--- src/rtl/pack_arb_pkg.sv ---
// Shared types and constants for the packet-buffer write-port arbiter.
package pack_arb_pkg;

    typedef enum logic [1:0] {
        ST_IDLE   = 2'd0,
        ST_STREAM = 2'd1,
        ST_FLUSH  = 2'd2
    } arbState_e;

    localparam int         FRAME_WORDS = 8;
    localparam logic [3:0] HDR_MARK    = 4'hF;
    localparam int         SRC_ID_W    = 4;

    function automatic logic [15:0] satInc16(input logic [15:0] value);
        return (value == 16'hFFFF) ? value : value + 16'd1;
    endfunction

endpackage

--- src/rtl/pack_frame_arbiter_rr_arbiter.sv ---
// Combinational round-robin picker: first requester at or after the pointer, wrapping.
module rr_arbiter #(
    parameter int NREQ  = 2,
    parameter int PTR_W = 1
) (
    input  logic [NREQ-1:0]  req,
    input  logic [PTR_W-1:0] ptr,
    output logic [NREQ-1:0]  pick,
    output logic [PTR_W-1:0] pickIdx,
    output logic             anyReq
);

    logic [PTR_W-1:0] candIdx_s;
    logic             found_s;

    // Scan the request vector starting at the pointer and keep the first hit
    always_comb begin
        pick      = '0;
        pickIdx   = '0;
        found_s   = 1'b0;
        candIdx_s = '0;
        for (int off = 0; off < NREQ; off++) begin
            candIdx_s = PTR_W'((int'(ptr) + off) % NREQ);
            if (!found_s && req[candIdx_s]) begin
                found_s         = 1'b1;
                pick[candIdx_s] = 1'b1;
                pickIdx         = candIdx_s;
            end else begin
                found_s = found_s;
            end
        end
        anyReq = |req;
    end

endmodule

--- src/rtl/pack_frame_arbiter.sv ---
// Grants whole 8-word frames of the packet-buffer write port round-robin among NREQ sources.
// Optional PACK_ARB_TAG_EN: arbiter prepends a {mark, src_id, seq} header word to each frame.
module pack_frame_arbiter
    import pack_arb_pkg::*;
#(
    parameter int NREQ    = 2,
    parameter int TIMEOUT = 1024
) (
    input  logic               wrClk,
    input  logic               rst,
    input  logic               sync,
    input  logic [NREQ-1:0]    src_valid,
    input  logic [16*NREQ-1:0] src_data,
    input  logic [NREQ-1:0]    src_abort,
    output logic [NREQ-1:0]    src_ready,
    output logic               WdAvail,
    output logic [15:0]        PacketWd,
    output logic               PacketReset,
    output logic [NREQ-1:0]    grant,
    output logic [15:0]        drop_count
);

    localparam int PTR_W   = (NREQ > 1) ? $clog2(NREQ) : 1;
    localparam int STALL_W = $clog2(TIMEOUT);

    arbState_e          state_r;
    logic [PTR_W-1:0]   rrPtr_r;
    logic [PTR_W-1:0]   ownerIdx_r;
    logic [2:0]         wordCnt_r;
    logic [STALL_W-1:0] stallCnt_r;
`ifdef PACK_ARB_TAG_EN
    logic [7:0]         seq_r;
`endif

    logic [NREQ-1:0]    pick_s;
    logic [PTR_W-1:0]   pickIdx_s;
    logic               anyReq_s;
    logic               accept_s;
    logic               exit_s;
    logic [15:0]        ownerWord_s;

    function automatic logic [PTR_W-1:0] nextPtr(input logic [PTR_W-1:0] idx);
        return (int'(idx) == NREQ - 1) ? '0 : idx + PTR_W'(1);
    endfunction

    rr_arbiter #(.NREQ(NREQ), .PTR_W(PTR_W)) u_rr (
        .req     (src_valid),
        .ptr     (rrPtr_r),
        .pick    (pick_s),
        .pickIdx (pickIdx_s),
        .anyReq  (anyReq_s)
    );

    // Owner handshake; grant is zero outside STREAM so non-owners never see ready
    always_comb begin
        src_ready   = grant & ~src_abort & {NREQ{sync}};
        ownerWord_s = src_data[{ownerIdx_r, 4'b0000} +: 16];
        accept_s    = src_valid[ownerIdx_r] & src_ready[ownerIdx_r];
        exit_s      = src_abort[ownerIdx_r] | ~sync | (stallCnt_r == STALL_W'(TIMEOUT - 1));
    end

    // Frame sequencer with registered write-port outputs
    always_ff @(posedge wrClk) begin
        if (rst) begin
            state_r     <= ST_IDLE;
            rrPtr_r     <= '0;
            ownerIdx_r  <= '0;
            wordCnt_r   <= 3'd0;
            stallCnt_r  <= '0;
            WdAvail     <= 1'b0;
            PacketWd    <= 16'h0000;
            PacketReset <= 1'b0;
            grant       <= '0;
            drop_count  <= 16'h0000;
`ifdef PACK_ARB_TAG_EN
            seq_r       <= 8'h00;
`endif
        end else begin
            WdAvail     <= 1'b0;
            PacketReset <= 1'b0;
            case (state_r)
                ST_IDLE: begin
                    if (sync && anyReq_s) begin
                        state_r    <= ST_STREAM;
                        grant      <= pick_s;
                        ownerIdx_r <= pickIdx_s;
                        stallCnt_r <= '0;
`ifdef PACK_ARB_TAG_EN
                        WdAvail    <= 1'b1;
                        PacketWd   <= {HDR_MARK, SRC_ID_W'(pickIdx_s), seq_r};
                        wordCnt_r  <= 3'd1;
`else
                        wordCnt_r  <= 3'd0;
`endif
                    end else begin
                        state_r <= ST_IDLE;
                    end
                end
                ST_STREAM: begin
                    if (accept_s) begin
                        WdAvail    <= 1'b1;
                        PacketWd   <= ownerWord_s;
                        wordCnt_r  <= wordCnt_r + 3'd1;
                        stallCnt_r <= '0;
                        if (wordCnt_r == 3'(FRAME_WORDS - 1)) begin
                            state_r <= ST_IDLE;
                            grant   <= '0;
                            rrPtr_r <= nextPtr(ownerIdx_r);
`ifdef PACK_ARB_TAG_EN
                            seq_r   <= seq_r + 8'd1;
`endif
                        end else begin
                            state_r <= ST_STREAM;
                        end
                    end else if (exit_s) begin
                        grant      <= '0;
                        wordCnt_r  <= 3'd0;
                        stallCnt_r <= '0;
                        // An empty frame has nothing in the buffer to roll back
                        if (wordCnt_r != 3'd0) begin
                            state_r     <= ST_FLUSH;
                            PacketReset <= 1'b1;
                            drop_count  <= satInc16(drop_count);
                            rrPtr_r     <= nextPtr(ownerIdx_r);
                        end else begin
                            state_r <= ST_IDLE;
                        end
                    end else begin
                        stallCnt_r <= stallCnt_r + STALL_W'(1);
                    end
                end
                ST_FLUSH: begin
                    state_r <= ST_IDLE;
                end
                default: begin
                    state_r <= ST_IDLE;
                    grant   <= '0;
                end
            endcase
        end
    end

endmodule

--- config.mk ---
export PLATFORM = sky130hd
export DESIGN_NAME = pack_frame_arbiter
export DESIGN_NICKNAME = d
export VERILOG_FILES = /design/src/rtl/pack_arb_pkg.sv /design/src/rtl/pack_frame_arbiter_rr_arbiter.sv /design/src/rtl/pack_frame_arbiter.sv
export SDC_FILE = /design/constraint.sdc
export NUM_CORES = 1
export LEC_CHECK = 0
export ABC_CLOCK_PERIOD_IN_PS = 4200
export BUFFER_PORTS_ARGS = -buffer_cell sky130_fd_sc_hd__buf_2
export CORE_UTILIZATION = 30
export DETAILED_ROUTE_END_ITERATION = 10
export GPL_ROUTABILITY_DRIVEN = 1
export PLACE_DENSITY = 0.56
export SETUP_SLACK_MARGIN = 0.15
export SLEW_MARGIN = 20
export SYNTH_ARGS = -nofsm -noshare
export SYNTH_HDL_FRONTEND = slang
export SYNTH_HIERARCHICAL = 1
export SYNTH_SLANG_ARGS = --single-unit
--- constraint.sdc ---
create_clock -name wrClk -period 4.2 [get_ports wrClk]
set_input_delay 0.21 -clock wrClk [delete_from_list [all_inputs] [get_ports wrClk]]
set_output_delay 0.21 -clock wrClk [all_outputs]
set_load 0.01 [all_outputs]
=== Yosys cells after proc, flatten, opt, wreduce, memory -nomap -nowiden ===
Cells that the tools add are included.

* Bits in registers: 53
* Input port bits: 39
* Output and inout port bits: 38
* Word-level logic and storage cells: 108

* Add/subtract/negate cells: 5
* $lt $le $gt $ge: 5
* Equal/unequal tests: 9
* Shift-type cells: 1
* Muxes and demuxes: 45
* Bitwise logic cells: 13
* Reduce and logical (&&, ||, !) cells: 20

{| class="wikitable"
|+ Operators by type and width
! kind !! number
|-
| $shiftx 32x6->16 || 1
|-
| $mux 10 || 3
|-
| $mux 1 || 24
|-
| $pmux 10 s2 || 1
|-
| $mux 2 || 9
|-
| $add 16x1->16 const B || 1
|-
| $eq 16x16->1 const B || 1
|-
| $add 10x1->10 const B || 1
|-
| $eq 10x10->1 const B || 1
|-
| $mux 3 || 3
|-
| $reduce_and 4->1 || 2
|-
| $lt 1x2->1 const B || 3
|-
| $ne 3x3->1 const B || 2
|-
| $not 1->1 || 6
|-
| $pmux 2 s3 || 1
|-
| $pmux 3 s2 || 1
|-
| $reduce_and 2->1 || 3
|-
| $reduce_bool 2->1 || 3
|-
| $reduce_and 5->1 || 1
|-
| $and 2x2->2 || 2
|-
| $logic_and 1x1->1 || 4
|-
| $pmux 2 s2 || 1
|-
| $reduce_or 2->1 || 2
|-
| $reduce_or 4->1 || 1
|-
| 17 further kinds || 21
|}

=== Logic depth before layout (Yosys ltp) ===
Gate-level depths: netlist of run 1.

* Word-level depth: 9
* Depth in mapped cells: 8
* Mapped depth without buffers: 6

=== Hierarchy ===
The synthesis of run 1 kept the hierarchy.

{| class="wikitable"
|+ Modules (own cells, without submodules)
! module !! times used !! cells an instance !! area an instance (sq um) !! seq. area each (sq um)
|-
| pack_frame_arbiter || 1 || 311 || 2,601.2 || 1,061.0
|-
| rr_arbiter || 1 || 5 || 32.5 || 0.0
|}

=== Worst setup path before layout of run 1 ===
OpenSTA, ideal clock, no wires.

* Path type: register to register
* From: register stallCnt_r[0]
* To: register drop_count[5]
* Library setup time: 135 ps
* Arrival: 1,958 ps
* Required time: 4,065 ps
* Setup slack: 2,106 ps
* Stages on the path, launching flop included: 8
* Buffers on the path: 1
* Period minus slack after synthesis: 2,094 ps
* Cell sequence: dfxtp_1 ha_1 nand4_1 or3_1 a311o_1 clkbuf_2 o311ai_0 o41ai_1

* Cells in the longest elaborated chain, start to end: 3

{| class="wikitable"
|+ Ends and longest elaborated chain
! item !! line !! source
|-
| start, declared || pack_frame_arbiter.sv:30 || <nowiki>logic [STALL_W-1:0] stallCnt_r;</nowiki>
|-
| start signal, assigned || pack_frame_arbiter.sv:129 || <nowiki>stallCnt_r <= stallCnt_r + STALL_W'(1);</nowiki>
|-
| $eq 10x10->1 || pack_frame_arbiter.sv:59 || <nowiki>exit_s = src_abort[ownerIdx_r] | ~sync | (stallCnt_r == STALL_W'(TIMEOUT - 1));</nowiki>
|-
| $or 1x1->1 || pack_frame_arbiter.sv:59 ||
|-
| $reduce_and 5->1 (no line) || - ||
|-
| end signal, assigned || pack_frame_arbiter.sv:123 || <nowiki>drop_count <= satInc16(drop_count);</nowiki>
|-
| end, declared || pack_frame_arbiter.sv:20 || <nowiki>output logic [15:0] drop_count</nowiki>
|}

Every way passes these cells.
A chain may end at the register's enable or synchronous reset.

=== Worst setup path after layout of run 1 ===
* From: register stallCnt_r[0]
* To: register drop_count[13]

The elaborated chain is that of the path after synthesis.

==> results.py, run 1 <==
metrics = {
    "logic_synthesis": {
        "ys_types": 44,
        "synth_seq_cells": 53,
        "synth_area_leaders": "dfxtp_1 40%, mux2i_1 6.8%, a211oi_1 5.1%",
        "yosys-top-cells-count": "53 x dfxtp_1, 33 x nor2_1, 24 x nand2_1, 22 x a21oi_1",
        "avgSynthCellArea_um2": 8.33,
        "synthesis.nets": 360,
        "post-synth-top-count-cell": "dfxtp_1",
        "synthArstFlopShare": 0,
        "syn-cell-area_um2": 2630,
        "synth_top_area_cell": "dfxtp_1",
        "synth.top_cell.area_share": 0.403,
        "synth_warnings": 6,
        "synthCells": 316,
        "synthFlopType": "dfxtp_1",
        "yosysSeqAreaShare": 0.403,
        "synth-edff-count": 0,
    },
    "drt": {
        "drc": 0,
        "dr.first_iter.drc_count": 98,
        "first_pass_iters": 4,
        "ant_nets": 0,
        "wl_per_cell_um": 13.5,
        "post_drt_via_cell_ratio": 5.29,
        "vias": 2589,
        "wl_um": 6600,
    },
    "floorplan": {
        "start_util": 0.316,
        "coreArea_um2": 8340,
        "fp.dieH_um": 95.7,
        "die_area_um2": 9160,
        "rows": 33,
        "die_w_um": 95.7,
        "ios": 77,
    },
    "sta": {
        "whs_ns": 0.216,
        "fin_crit_sh": 0.595,
        "fmax_ghz": 0.400,
        "relSlewSlack": 0.331,
        "min_period_ns": 2.50,
        "skew_ns": 0.0123,
        "setup_viol": 0,
        "setup_tns_ns": 0,
        "worst_pin_slew_ns": 1.00,
        "drv_slew": 0,
        "hold_viol_final": 0,
        "rsz0062_at_grt": "no",
    },
    "global_route": {
        "grt_pass1_wl_um": 10800,
        "grt_max_degree": 52,
        "grt_usage": 0.149,
        "grt_antenna_before_repair": 0,
        "grt_overflow_total": 0,
        "grt_pass1_vias": 2259,
    },
    "power_and_ir_drop": {
        "p_seq_frac": 0.581,
        "p_int_mw": 0.655,
        "power_frac_comb": 0.082,
        "p_per_area_nw_per_um2": 272,
        "power_leakage_nw": 1.21,
        "p_total_mw": 0.877,
        "power.share.switching": 0.253,
        "p_sw_mw": 0.222,
        "pwr-share-clk": 0.338,
        "ir_drop_mv": 0.112,
    },
    "cts": {
        "cts_sinks": 53,
        "postCtsSetupRepairBufs": 0,
        "hold_buffers": 0,
        "cts_tree": "yes",
        "htreeDepth": 2,
        "postCtsResizedCells": 0,
        "numCtsBuffers": 5,
        "path_clk_slew_ns": 0.10,
        "cts-root-buf": "clkbuf_8",
        "cts_buffer_depth": 2,
        "clock_latency_ns": 0.32,
    },
    "status": {
        "status": "completed",
    },
    "worst_setup_path": {
        "crit_required_ns": 4.44,
        "cp-start-kind": "register",
        "cp_slowest_stage_delay_ns": 0.62,
        "critPathMaxFanout": 36,
        "crit_chain": "ha_1 > nand4_1 > or3_1 > a311o_2 > or4_1 > a21oi_1",
        "critPathCaptureType": "register",
        "crit_slowest_cell": "a311o_2",
        "timing_worst_setup_path_type": "reg -> reg",
        "critPathArrivalTime_ns": 2.74,
    },
    "run": {
        "drv_cap": 0,
    },
    "layout": {
        "antenna_cells": 0,
        "drive_gt1_frac": 0.242,
        "syn2layout_area_growth_pct": 22.3,
        "num-nets-final": 427,
        "fillers": 875,
    },
    "placed_design": {
        "port_buffers": 76,
        "dp_hpwl_um": 4570,
        "gp_congestion": 0.791,
    },
    "worst_hold_path": {
        "hp-class": "in -> reg",
    },
}
[layout make-up]
class                   count  area, um^2  area share
well taps                 105         131      0.0408
clock inverters             2        15.0     0.00466
inverters                   7        26.3     0.00816
repair buffers             79         403       0.125
multi-input cells         237        1510       0.470
clock buffers               6        72.6      0.0225
flip-flops and latches     53        1060       0.329
[critical path: cells and delay by family, from the launching register on]
kind	cells	cell delay [ns]
and+or+nand+nor	3	1.03
AOI/OAI and AO/OA	2	0.77
DFF	1	0.41
adders and majority gates	1	0.22
[metrics by stage]
| stage | setup slack, ns | cell area (um^2) | cells | utilization |
|---|---|---|---|---|
| finish | 1.70 | 3220 | 489 | 0.386 |
| CTS | 1.56 | 3210 | 489 | 0.385 |
| global route | 1.54 | 3220 | 489 | 0.386 |
| global placement | 1.62 | 3120 | 481 | 0.374 |
| floorplan | 2.11 | 2630 | 316 | - |
| detailed placement | 1.58 | 3130 | 481 | 0.375 |
[flip-flops by register name, summed over array words and instances (netlist names)]
signal,count
drop_count,16
wordCnt_r,3
ownerIdx_r,1
PacketWd,16
state_r,2
rrPtr_r,1
PacketReset,1
WdAvail,1
grant,2
stallCnt_r,10
[layer usage]
layer	wire (um)	up-vias	track usage
li1	-	1317	-
met1	3330	1180	0.203
met2	2860	84	0.240
met3	367	8	0.0363
met4	48	0	0.0299
met5	0	-	0
[layout by cell type (no fill, tap or decap), types with 2 or more instances in the layout]
cell	n
a21o_1	2
or3_1	13
and2_1	2
nor2b_1	4
nand3b_1	2
nand2b_1	3
a22oi_1	2
nand3_1	16
a21oi_1	22
o21ai_0	12
clkbuf_8	5
o31ai_1	6
mux2i_1	18
and3_1	2
clkinvlp_4	2
nand4_1	7
buf_4	3
dfxtp_1	53
inv_1	7
or2_2	2
buf_2	76
o311ai_0	3
o41ai_1	2
nand4b_1	2
a22o_1	2
ha_1	5
or4_1	7
a211oi_1	18
and4_1	2
a21boi_1	3
nor4b_1	3
nand2_1	24
nor3_1	5
a31oi_1	5
nor2_1	33
[power groups by stage]
stage / registers [mW] / logic [mW] / clock network, mW
floorplan: 0.520 / 0.0407 / 0
global placement: 0.521 / 0.0709 / 0
detailed placement: 0.521 / 0.0719 / 0
CTS: 0.509 / 0.0720 / 0.309
global route: 0.510 / 0.0795 / 0.330
finish: 0.509 / 0.0715 / 0.296
[final timing paths]
| check | startpoint | endpoint | slack [ns] | depth (start not counted) |
|---|---|---|---|---|
| min | src_data[9] | PacketWd[9]$_SDFFE_PP0P_ | 0.22 | 3 |
| max | stallCnt_r[0]$_SDFFE_PP0P_ | drop_count[13]$_SDFFE_PP0P_ | 1.70 | 6 |
| min reg2reg | rrPtr_r$_SDFFE_PP0P_ | rrPtr_r$_SDFFE_PP0P_ | 0.50 | 2 |
| max reg2reg | stallCnt_r[0]$_SDFFE_PP0P_ | drop_count[13]$_SDFFE_PP0P_ | 1.70 | 6 |
[cell families (layout without fill, tap and decap cells)]
kind of cell | count (synthesis) | count (layout) | share of synthesized area
AO/OA/AOI/OAI | 81 | 81 | 0.202
buffers and inverters | 26 | 94 | 0.0385
adder cells (fa/ha/maj) | 5 | 5 | 0.0238
XOR/XNOR | 1 | 1 | 0.00333
multiplexers | 18 | 18 | 0.0684
flip-flops | 53 | 53 | 0.403
AND/OR/NAND/NOR | 132 | 132 | 0.261
Note: power is estimated with default switching activity, not from simulation.
==> inputs of run 2 (changes only) <==
Settings changed: ABC_CLOCK_PERIOD_IN_PS 4200 to 2400.
Clock period 4.2 ns to 2.4 ns, I/O delays scaled along.
==> results.py, run 2 (synthesis results as in run 1) <==
metrics = {
    "worst_setup_path": {
        "timing_worst_setup_path_type": "reg -> reg",
        "critPathArrivalTime_ns": 2.42,
        "cp-start-kind": "register",
        "crit_required_ns": 2.64,
        "critPathMaxFanout": 14,
        "critPathCaptureType": "register",
    },
    "floorplan": {
        "ios": 77,
        "die_w_um": 95.7,
        "start_util": 0.316,
        "rows": 33,
        "die_area_um2": 9160,
        "fp.dieH_um": 95.7,
        "coreArea_um2": 8340,
    },
    "status": {
        "status": "completed",
    },
    "layout": {
        "num-nets-final": 437,
        "fillers": 875,
        "antenna_cells": 0,
        "final_common_cell": "buf_2",
        "multiInputGateArea_um2": 1520,
        "reg_top3": "PacketWd: 16 flops, drop_count: 16 flops, stallCnt_r: 10 flops",
        "postLayoutCellArea_um2": 3330,
        "register_area_um2": 1070,
        "drive_gt1_frac": 0.266,
        "layout_common_cells": "76 x buf_2, 51 x dfxtp_1, 33 x nor2_1",
        "syn2layout_area_growth_pct": 26.5,
    },
    "cts": {
        "clock_latency_ns": 0.31,
        "path_clk_slew_ns": 0.10,
        "cts_sinks": 53,
        "hold_buffers": 0,
        "htreeDepth": 2,
        "numCtsBuffers": 5,
        "cts_tree": "yes",
        "cts_buffer_depth": 2,
        "cts-root-buf": "clkbuf_8",
    },
    "power_and_ir_drop": {
        "ir_drop_mv": 0.207,
        "p_per_area_nw_per_um2": 457,
        "power_leakage_nw": 1.26,
    },
    "global_route": {
        "grt_pass1_wl_um": 10900,
        "grt_max_degree": 37,
        "grt_antenna_before_repair": 0,
        "grt_usage": 0.150,
        "grt_overflow_total": 0,
        "grt_pass1_vias": 2309,
    },
    "sta": {
        "setup_tns_ns": 0,
        "layout_setup_ws_ns": 0.221,
        "worst_pin_slew_ns": 0.561,
        "fmax_ghz": 0.459,
        "setup_viol": 0,
        "drv_slew": 0,
        "skew_ns": 0.00857,
        "fin_crit_sh": 0.908,
        "rsz0062_at_grt": "yes",
        "relSlewSlack": 0.626,
        "min_period_ns": 2.18,
        "hold_viol_final": 0,
    },
    "drt": {
        "wl_per_cell_um": 13.5,
        "vias": 2593,
        "drc": 0,
        "first_pass_iters": 4,
        "dr.first_iter.drc_count": 92,
        "ant_nets": 0,
        "wl_um": 6720,
        "post_drt_via_cell_ratio": 5.20,
    },
    "placed_design": {
        "dp_hpwl_um": 4730,
        "port_buffers": 76,
        "gp_congestion": 0.856,
        "place_area_um2": 3180,
        "pre_cts_slack_ns": 0.0832,
    },
    "run": {
        "drv_cap": 0,
    },
    "worst_hold_path": {
        "hp-class": "in -> reg",
    },
}
-- run 2: area by class of cell --
type | instances | area share
multi-input combinational | 237 | 0.455
sequential | 53 | 0.320
timing repair buffer | 89 | 0.152
tap | 105 | 0.0394
clock buffer | 7 | 0.0229
inverter | 7 | 0.00789
clock inverter | 1 | 0.00225
-- run 2: routing by layer --
layer,GRT usage,up-vias,share of wire
li1,-,1336,-
met1,0.196,1170,0.47
met2,0.241,81,0.46
met3,0.0411,6,0.064
met4,0.0473,0,0.0082
met5,0,-,0
-- run 2: worst max-delay path, cell delays in order (launching register included) --
cell     delay (ns)
dfxtp_2        0.37
ha_4           0.14
nand4_1        0.11
or3_1          0.33
a311o_1        0.33
buf_12         0.17
or4_1          0.52
a21oi_2        0.14
-- run 2: path summary, 6_finish.rpt --
kind                                            startpoint                    endpoint  slack, ns  cells after the start
worst max-delay path            stallCnt_r[0]$_SDFFE_PP0P_  drop_count[7]$_SDFFE_PP0P_       0.22                      7
worst min-delay path                          src_data[15]   PacketWd[15]$_SDFFE_PP0P_       0.13                      3
worst max register to register  stallCnt_r[0]$_SDFFE_PP0P_  drop_count[7]$_SDFFE_PP0P_       0.22                      7
worst min register to register  stallCnt_r[9]$_SDFFE_PP0P_  stallCnt_r[9]$_SDFFE_PP0P_       0.49                      1
-- run 2: per-stage QoR --
step	hold slack, ns	utilization	std cells	power (mW)
global route	0.125	0.399	499	1.61
global placement	0.454	0.382	488	1.04
finish	0.133	0.399	499	1.52
detailed placement	0.467	0.382	488	1.04
floorplan	0.295	-	316	0.981
CTS	0.121	0.392	496	1.55
-- run 2: report_power, final --
group,switching [mW],total (mW),internal [mW]
sequential,0.00439,0.888,0.883
combinational,0.0728,0.131,0.0586
clock,0.295,0.502,0.207
total,0.372,1.52,1.15
-- run 2: what timing repair did --
action	in CTS	in global routing
gates cloned	0	1
pin swaps	1	0
gates resized for setup	2	5
endpoints found under the setup margin	6	6
setup buffers	0	2
==> inputs of run 3 (changes only) <==
Settings changed: ABC_AREA from default to 1, PLACE_DENSITY 0.56 to 0.55.
==> results.py, run 3 <==
metrics = {
    "layout": {
        "final_common_cell": "nand2_1",
        "drive_gt1_frac": 0.274,
        "reg_top3": "PacketWd: 16 flops, drop_count: 16 flops, stallCnt_r: 10 flops",
        "num-nets-final": 528,
        "syn2layout_area_growth_pct": 19.5,
        "antenna_cells": 0,
        "layout_common_cells": "115 x nand2_1, 76 x buf_2, 53 x dfxtp_1",
    },
    "sta": {
        "rsz0062_at_grt": "no",
        "skew_ns": 0.00365,
        "fin_crit_sh": 0.820,
        "min_period_ns": 1.97,
        "fmax_ghz": 0.508,
        "setup_tns_ns": 0,
        "relSlewSlack": 0.557,
        "setup_viol": 0,
        "worst_pin_slew_ns": 0.663,
        "hold_viol_final": 0,
        "drv_slew": 0,
    },
    "drt": {
        "post_drt_via_cell_ratio": 4.60,
        "first_pass_iters": 4,
        "ant_nets": 0,
        "dr.first_iter.drc_count": 109,
        "wl_um": 7070,
        "wl_per_cell_um": 11.5,
        "drc": 0,
        "vias": 2822,
    },
    "floorplan": {
        "ios": 77,
        "die_area_um2": 10100,
        "die_w_um": 101,
        "coreArea_um2": 9330,
        "rows": 35,
        "fp.dieH_um": 101,
        "start_util": 0.313,
    },
    "cts": {
        "cts_tree": "yes",
        "cts_buffer_depth": 2,
        "path_clk_slew_ns": 0.11,
        "postCtsResizedCells": 0,
        "postCtsSetupRepairBufs": 0,
        "htreeDepth": 2,
        "cts_sinks": 53,
        "hold_buffers": 0,
        "cts-root-buf": "clkbuf_8",
        "numCtsBuffers": 5,
        "clock_latency_ns": 0.31,
    },
    "status": {
        "status": "completed",
    },
    "logic_synthesis": {
        "synth-edff-count": 0,
        "synthesis.nets": 456,
        "synthCells": 412,
        "synth_warnings": 6,
        "synth_seq_cells": 53,
        "synth.top_cell.area_share": 0.363,
        "avgSynthCellArea_um2": 7.10,
        "ys_types": 33,
        "synth_area_leaders": "dfxtp_1 36%, nand2_1 15%, nor2_1 4.6%",
        "yosysSeqAreaShare": 0.363,
        "syn-cell-area_um2": 2920,
        "synthFlopType": "dfxtp_1",
        "synth_top_area_cell": "dfxtp_1",
        "synthArstFlopShare": 0,
        "yosys-top-cells-count": "115 x nand2_1, 53 x dfxtp_1, 36 x nor2_1, 33 x inv_1, 22 x o21ai_0",
        "post-synth-top-count-cell": "nand2_1",
    },
    "worst_hold_path": {
        "hp-start": "src_data[12]",
        "hold_end": "PacketWd[12]$_SDFFE_PP0P_",
        "hp-class": "in -> reg",
        "hold_depth": 3,
    },
    "worst_setup_path": {
        "critPathCaptureType": "register",
        "rr_endpoint": "stallCnt_r[5]$_SDFFE_PP0P_",
        "r2r_cells": 8,
        "crit_required_ns": 2.65,
        "critPathMaxFanout": 18,
        "cp-start-kind": "register",
        "crit_family": "simple AND/OR/NAND/NOR gates",
        "critPathArrivalTime_ns": 2.22,
        "path_buf_inv": 1,
        "r2r-start": "ownerIdx_r$_SDFFE_PP0P_",
        "cp_slowest_stage_delay_ns": 0.47,
        "crit_slowest_cell": "dfxtp_1",
        "reg2reg_setup_slack_ns": 0.43,
        "crit_chain": "inv_2 > nand2_1 > nor2_1 > nor2_1 > nand4_1 > nand2_1 > nand2_1 > nor2_1",
        "timing_worst_setup_path_type": "reg -> reg",
    },
    "power_and_ir_drop": {
        "power_leakage_nw": 1.47,
        "ir_drop_mv": 0.255,
        "p_per_area_nw_per_um2": 469,
        "p_int_mw": 1.17,
        "power_frac_comb": 0.119,
        "p_seq_frac": 0.554,
        "power.share.switching": 0.285,
        "pwr-share-clk": 0.327,
        "p_total_mw": 1.64,
        "p_sw_mw": 0.466,
    },
    "placed_design": {
        "dp_hpwl_um": 5170,
        "port_buffers": 76,
        "gp_congestion": 0.813,
    },
    "run": {
        "drv_cap": 0,
    },
    "global_route": {
        "grt_antenna_before_repair": 0,
        "grt_pass1_wl_um": 12000,
        "grt_pass1_vias": 2631,
        "grt_usage": 0.146,
        "grt_overflow_total": 0,
        "grt_max_degree": 33,
    },
}
## run 3: cell count changes in the layout (fill, tap and decap cells not counted), moves of 7 or more
| cell | previous run | this run |
|---|---|---|
| nand2_1 | 24 | 115 |
| inv_1 | 7 | 33 |
| a211oi_1 | 18 | 0 |
| mux2i_1 | 18 | 0 |
| nand2_2 | 1 | 18 |
| or3_1 | 13 | 0 |
| a31oi_1 | 5 | 17 |
| o21ai_0 | 12 | 22 |
| xor2_1 | 0 | 10 |
| a21oi_2 | 2 | 10 |
| buf_4 | 11 | 3 |
| or4_1 | 7 | 0 |
## run 3: final cells by class
cell class | instances | area (um^2)
repair buffers | 79 | 403
flip-flops and latches | 53 | 1060
inverters | 36 | 135
well taps | 129 | 161
multi-input cells | 309 | 1640
clock inverters | 3 | 21.3
clock buffers | 5 | 68.8
fillers | 1040 | 5830
## run 3: power by group through the flow
stage               clock (mW)  combinational, mW  sequential (mW)
floorplan                    0              0.129            0.926
global placement             0              0.197            0.926
detailed placement           0              0.198            0.927
CTS                      0.560              0.199            0.907
global route             0.588              0.222            0.910
finish                   0.535              0.195            0.907
## run 3: worst max-delay path by stage
stage | slack (ns) | cells past startpoint | endpoint | start
CTS | 0.42 | 8 | stallCnt_r[5]$_SDFFE_PP0P_ | ownerIdx_r$_SDFFE_PP0P_
global placement | 0.52 | 8 | stallCnt_r[5]$_SDFFE_PP0P_ | ownerIdx_r$_SDFFE_PP0P_
floorplan | 0.80 | 11 | drop_count[3]$_SDFFE_PP0P_ | drop_count[0]$_SDFFE_PP0P_
detailed placement | 0.46 | 8 | stallCnt_r[5]$_SDFFE_PP0P_ | ownerIdx_r$_SDFFE_PP0P_
finish | 0.43 | 8 | stallCnt_r[5]$_SDFFE_PP0P_ | ownerIdx_r$_SDFFE_PP0P_
global route | 0.18 | 8 | stallCnt_r[5]$_SDFFE_PP0P_ | ownerIdx_r$_SDFFE_PP0P_
## run 3: routing by layer
layer	wire [um]	vias to the layer above	global-route usage
met5	0	-	0
met3	410	2	0.0354
met2	3120	71	0.239
met1	3510	1270	0.197
met4	29	0	0.0268
li1	-	1479	-
## run 3: per-stage QoR
step           area [um^2]  utilization  hold slack, ns  worst slack [ns]  instances
6_report              3490        0.375          0.0625             0.431        614
2_1_floorplan         2920            -           0.280             0.801        412
4_1_cts               3490        0.375          0.0541             0.417        614
3_3_place_gp          3400        0.365           0.391             0.518        606
5_1_grt               3490        0.375          0.0552             0.185        614
3_5_place_dp          3400        0.365           0.396             0.465        606
## run 3: worst register-to-register path: stages, from the launching register on
cell	delay (ns)
dfxtp_1	0.47
inv_2	0.20
nand2_1	0.15
nor2_1	0.06
nor2_1	0.21
nand4_1	0.39
nand2_1	0.19
nand2_1	0.12
nor2_1	0.13
## run 3: cell families after synthesis
kind of cell | count (synthesis) | share of synthesized area
and+or+nand+nor | 216 | 0.346
AOI/OAI and AO/OA | 73 | 0.150
buffers and inverters | 50 | 0.0749
adders and majority gates | 5 | 0.0214
xor gates and xnor gates | 15 | 0.0449
DFF | 53 | 0.363
